### config.mk
export PLATFORM = sky130hd
export DESIGN_NAME = word_deserializer_flat
export DESIGN_NICKNAME = d
export VERILOG_FILES = /design/src/rtl/word_deserializer_if.sv /design/src/rtl/word_deserializer.sv /design/src/flat_wrapper.sv
export SDC_FILE = /design/constraint.sdc
export NUM_CORES = 1
export LEC_CHECK = 0
export CORE_ASPECT_RATIO = 0.7
export CORE_MARGIN = 3
export CORE_UTILIZATION = 44
export CTS_BUF_LIST = sky130_fd_sc_hd__clkbuf_16
export CTS_CLUSTER_SIZE = 8
export DETAILED_ROUTE_END_ITERATION = 8
export PLACE_DENSITY = 0.73
export SLEW_MARGIN = 40
export SYNTH_ARGS = -nofsm -noshare
export SYNTH_HDL_FRONTEND = slang
export SYNTH_SLANG_ARGS = --single-unit
### constraint.sdc
create_clock -name clk -period 1.8 [get_ports clk]
set_input_delay 0.45 -clock clk [delete_from_list [all_inputs] [get_ports clk]]
set_output_delay 0.45 -clock clk [all_outputs]
set_load 0.005 [all_outputs]
### src/rtl/word_deserializer_if.sv
// Serial-in / parallel-out bundle for word_deserializer: the word stream
// toward the collector and the assembled vector with its framing flag back out.
interface word_deserializer_if #(
  parameter int WIDTH = 16,
  parameter int SIZE  = 32
);
  logic signed [WIDTH-1:0] s_data;
  logic                    s_valid;
  logic                    s_last;
  logic                    s_ready;
  logic signed [WIDTH-1:0] p_data [SIZE];
  logic                    p_valid;
  logic                    p_ready;
  logic                    err_len;

  // master produces the word stream and consumes vectors; slave is the collector
  modport master (
    output s_data, s_valid, s_last, p_ready,
    input  s_ready, p_data, p_valid, err_len
  );

  modport slave (
    input  s_data, s_valid, s_last, p_ready,
    output s_ready, p_data, p_valid, err_len
  );
endinterface

### src/rtl/word_deserializer.sv
// Collects SIZE consecutive signed words into one parallel vector, checking
// framing against the last-word marker and flagging errors with a one-cycle pulse.
module word_deserializer #(
  parameter int WIDTH = 16,
  parameter int SIZE  = 32
) (
  input  logic                clk,
  input  logic                rst_n,
  word_deserializer_if.slave  bus
);

  localparam int CW = (SIZE > 1) ? $clog2(SIZE) : 1;

  typedef enum logic {
    FILL = 1'b0,
    HOLD = 1'b1
  } state_t;

  state_t                  r_state;
  state_t                  w_state_nxt;
  logic [CW-1:0]           r_cnt;
  logic [CW-1:0]           w_cnt_nxt;
  logic                    r_err;
  logic                    w_err_nxt;
  logic signed [WIDTH-1:0] r_data [SIZE];

  logic w_ready;
  logic w_accept;
  logic w_xfer;
  logic w_last_slot;

  // Only a waiting complete vector stalls the stream; a transfer frees the slot on the same edge.
  assign w_ready     = rst_n && ((r_state == FILL) || bus.p_ready);
  assign w_accept    = bus.s_valid && w_ready;
  assign w_xfer      = (r_state == HOLD) && bus.p_ready;
  assign w_last_slot = (r_cnt == CW'(SIZE - 1));

  always_comb begin
    w_state_nxt = r_state;
    w_cnt_nxt   = r_cnt;
    w_err_nxt   = 1'b0;
    if (w_xfer) begin
      w_state_nxt = FILL;
    end
    if (w_accept) begin
      if (w_last_slot) begin
        // A full vector is delivered even without its marker; the missing marker is still reported.
        w_state_nxt = HOLD;
        w_cnt_nxt   = '0;
        w_err_nxt   = !bus.s_last;
      end else if (bus.s_last) begin
        w_cnt_nxt = '0;
        w_err_nxt = 1'b1;
      end else begin
        w_cnt_nxt = r_cnt + CW'(1);
      end
    end
  end

  always_ff @(posedge clk or negedge rst_n) begin
    if (!rst_n) begin
      r_state <= FILL;
      r_cnt   <= '0;
      r_err   <= 1'b0;
    end else begin
      r_state <= w_state_nxt;
      r_cnt   <= w_cnt_nxt;
      r_err   <= w_err_nxt;
    end
  end

  always_ff @(posedge clk or negedge rst_n) begin
    if (!rst_n) begin
      for (int i = 0; i < SIZE; i++) begin
        r_data[i] <= '0;
      end
    end else if (w_accept) begin
      r_data[r_cnt] <= bus.s_data;
    end
  end

  assign bus.s_ready = w_ready;
  assign bus.p_valid = (r_state == HOLD);
  assign bus.err_len = r_err;
  assign bus.p_data  = r_data;

endmodule

### src/flat_wrapper.sv
// flat-port wrapper written by rule: the top's interface ports become plain ports
module word_deserializer_flat 
#(
  parameter int WIDTH = 16,
  parameter int SIZE  = 32
)
  (clk, rst_n, bus_s_data, bus_s_valid, bus_s_last, bus_p_ready, bus_s_ready, bus_p_data, bus_p_valid, bus_err_len);
  word_deserializer_if #(.WIDTH(WIDTH), .SIZE(SIZE)) bus_i ();
  input  logic clk;
  input  logic rst_n;
  input wire logic [$bits(bus_i.s_data)-1:0] bus_s_data;
  input wire logic [$bits(bus_i.s_valid)-1:0] bus_s_valid;
  input wire logic [$bits(bus_i.s_last)-1:0] bus_s_last;
  input wire logic [$bits(bus_i.p_ready)-1:0] bus_p_ready;
  output wire logic [$bits(bus_i.s_ready)-1:0] bus_s_ready;
  output wire logic [$bits(bus_i.p_data)-1:0] bus_p_data;
  output wire logic [$bits(bus_i.p_valid)-1:0] bus_p_valid;
  output wire logic [$bits(bus_i.err_len)-1:0] bus_err_len;
  assign bus_i.s_data = bus_s_data;
  assign bus_i.s_valid = bus_s_valid;
  assign bus_i.s_last = bus_s_last;
  assign bus_i.p_ready = bus_p_ready;
  assign bus_s_ready = bus_i.s_ready;
  assign bus_p_data = {>>{bus_i.p_data}};
  assign bus_p_valid = bus_i.p_valid;
  assign bus_err_len = bus_i.err_len;
  word_deserializer #(.WIDTH(WIDTH), .SIZE(SIZE)) u_core (.clk(clk), .rst_n(rst_n), .bus(bus_i));
endmodule
==> run metrics, run 1 <==
GRT busiest layer=met2; worst skew pair latency=580 ps; post-synthesis sequential area ratio=64.7%; Crit path required time=2240 ps; Global Route Usage Sum=26.6%; placed cell area=0.0270 mm2; CTS Sinks=519; HPWL Detailed=44200 um; met1 usage=34.7%; post-route ant nets=0; Period minus WS final=1780 ps; RSZ-0062 raised after global routing=true; grt total ovfl=0; top_reg_cell synth=dfrtp_1; pwr/cell area=1040 mW/mm2; Final Cell Area=0.0286 mm2; number of synthesis warnings=0; drt first pass iters=5; Max-cap violations=0; initial antenna violation count=2; clock root cell=clkbuf_16; Cell variety after synth=32; final worst setup slack=24.6 ps; Crit Path Class=reg -> reg; cell count after synthesis=1213; max-slew violation count=0; RD Place Congestion=0.825; CTS H-tree lvls=3; Max Fclk=0.563 GHz; DRC violations left=0; fillcell total=3374; endpoint type of the worst setup path=register; Synth area leaders=dfrtp_1 (65%), mux2_2 (29%), nand4_2 (1.5%); Netlist Area Pre-Place=0.0201 mm2; pre-CTS setup slack=-477 ps; Tcrit/Tclk final=98.6%; Rows=64; die area=0.0482 mm2; Initial Util=45.2%; Num CTS Buffers=74; max_slew headroom=43.7%; fin nets=1864; Routed WL per cell=26.4 um; Die Y-Extent=185 um; net count of the mapped netlist=1240; status=complete, no violations; final setup skew=25.9 ps; Leak=16.4 nW; Die X=261 um; Initial DRC Count=681; Vias/cell=5.27; IO buf count=535; routed wire length=64400 um; layout cells sized above 1=41.4%; IO Count=536; crit path max fanout=7; GR Util met3=7.03%; clock slew at reported path FFs=50 ps; Post-Syn Area per Cell=16.5 um2; EDFF count, synth=0; r2r worst-path depth=5; first-pass GRT wire length=94500 um; CTS tree=yes; Synth top area share=64.7%; synthesis-to-layout area growth=42.5%; total chip power=29.7 mW; TNS Setup=0 ps; VDD IR-drop max=0.000825 V; CP arrival=2220 ps; Setup Viol. Count Final=0; Least-Margin Pin Slew=844 ps; Hold WS=124 ps; final hold vios=0; vias after detailed routing=12900; area leader, netlist=dfrtp_1; ys async rst share=100%; core box area=0.0444 mm2; R2R Setup Slk=20 ps; M2 GR Usage=44.1%; vias in the first global route=13900; largest net degree at the start of global routing=154; Hold/Removal Path Class=in -> async; flops & latches, synth=519; critical path startpoint category=register; CTS Buffer Depth=3
==> cells in the mapped netlist (all sizes together), types with 2 or more instances <==
master  instances
dfrtp         519
mux2          512
buf            56
clkbuf         49
nand4          26
ha              6
and4            5
nor2            4
o21ai           4
and3            3
and3b           3
nand2           3
nand2b          3
nor3            3
nor3b           3
and2            2
inv             2
==> routing by layer <==
metal / share of wire, % / routed length [um]
met3: 6.9 / 4430
met1: 42 / 26700
met2: 49 / 31300
met5: 0 / 0
met4: 3.0 / 1900
==> state kept, by name, indices dropped and copies added (netlist names) <==
signal	cells
u_core.r_cnt	5
u_core.bus.p_valid	1
u_core.bus.p_data	512
u_core.bus.err_len	1
==> power breakdown <==
group | switching, mW | internal [mW] | total (mW)
Sequential | 0.607 | 12.8 | 13.5
Clock | 4.76 | 7.41 | 12.2
Combinational | 1.89 | 2.19 | 4.08
Total | 7.26 | 22.5 | 29.7
==> path summary, 6_finish.rpt <==
path                                         from                     end
setup / recovery                  u_core.r_cnt[3]  u_core.bus.p_data[500]
hold / removal                              rst_n  u_core.bus.p_data[502]
setup reg to reg                  u_core.r_cnt[3]  u_core.bus.p_data[500]
hold reg to reg            u_core.bus.p_data[124]  u_core.bus.p_data[124]
max in group asynchronous                   rst_n         u_core.r_cnt[2]
min in group clk           u_core.bus.p_data[124]  u_core.bus.p_data[124]
==> worst max-delay path, cell delays in order, from the launching register on <==
cell and delay, ps:
dfrtp_1 430, buf_12 160, nor3_4 230, and4_4 280
buf_4 190, mux2_2 360
==> area by class of cell <==
type / instances / area, um2 / share of cell area [%]
clock inverters: 6 / 70.1 / 0.245
clock buffers: 76 / 1900 / 6.65
diodes: 1 / 2.50 / 0.00875
flip-flops and latches: 519 / 13000 / 45.4
inverters: 2 / 7.51 / 0.0263
multi-input cells: 587 / 6570 / 23.0
repair buffers: 653 / 6300 / 22.1
well taps: 594 / 743 / 2.60
==> logic make-up (layout without fill, tap and decap cells) <==
group,Yosys count,in the layout,synth area share (%)
other,0,1,0
multiplexers,513,513,28.8
XOR/XNOR,1,1,0.0437
buffers and inverters,107,737,2.85
adder cells (fa/ha/maj),6,6,0.374
flip-flops,519,519,64.7
AO/OA/AOI/OAI,8,8,0.268
AND/OR/NAND/NOR,59,59,2.94
==> cell usage in the layout, fill, tap and decap left out, types with 2 or more instances in the layout <==
| cell type | synthesis | final |
|---|---|---|
| dlygate4sd2_1 | 0 | 513 |
| ha_1 | 6 | 3 |
| and3b_2 | 0 | 3 |
| clkbuf_16 | 0 | 77 |
| nor2_1 | 4 | 3 |
| and4_1 | 5 | 3 |
| nor3b_4 | 2 | 2 |
| dfrtp_1 | 519 | 517 |
| buf_12 | 0 | 54 |
| mux2_2 | 512 | 512 |
| and3_1 | 3 | 2 |
| buf_4 | 20 | 60 |
| inv_1 | 2 | 3 |
| dfrtp_2 | 0 | 2 |
| nand4_2 | 24 | 24 |
| clkdlybuf4s50_1 | 0 | 15 |
| nand2_1 | 3 | 3 |
| ha_2 | 0 | 2 |
| nand2b_4 | 0 | 2 |
| o21ai_0 | 4 | 4 |
| inv_6 | 0 | 2 |
| buf_2 | 28 | 3 |
| dlygate4sd3_1 | 0 | 2 |
| buf_6 | 8 | 2 |
| clkinv_8 | 0 | 3 |
==> timing repair <==
item                                   CTS  global route
resized for setup                      526            14
cloned                                   0             1
setup buffers                           14             5
endpoints found under the hold margin   24             0
pin swaps                                0             2
hold buffers                             2             0
setup endpoints to repair              554           188
==> metrics by stage <==
stage | util [%] | instances
detailed placement | 60.8 | 2332
global placement | 60.8 | 2332
CTS | 64.2 | 2430
floorplan | - | 1213
finish | 64.4 | 2438
global route | 64.4 | 2437
Note: power is estimated with default switching activity, not from simulation.
==> run 2, diff against run 1 <==
--- a/config.mk
+++ b/config.mk
@@ -11,6 +11,7 @@
 export CTS_BUF_LIST = sky130_fd_sc_hd__clkbuf_16
 export CTS_CLUSTER_SIZE = 8
 export DETAILED_ROUTE_END_ITERATION = 8
+export GPL_ROUTABILITY_DRIVEN = 0
 export PLACE_DENSITY = 0.73
 export SLEW_MARGIN = 40
 export SYNTH_ARGS = -nofsm -noshare
==> results of run 2 <==
Final layout, timing and power as in run 1 (identical DEF).
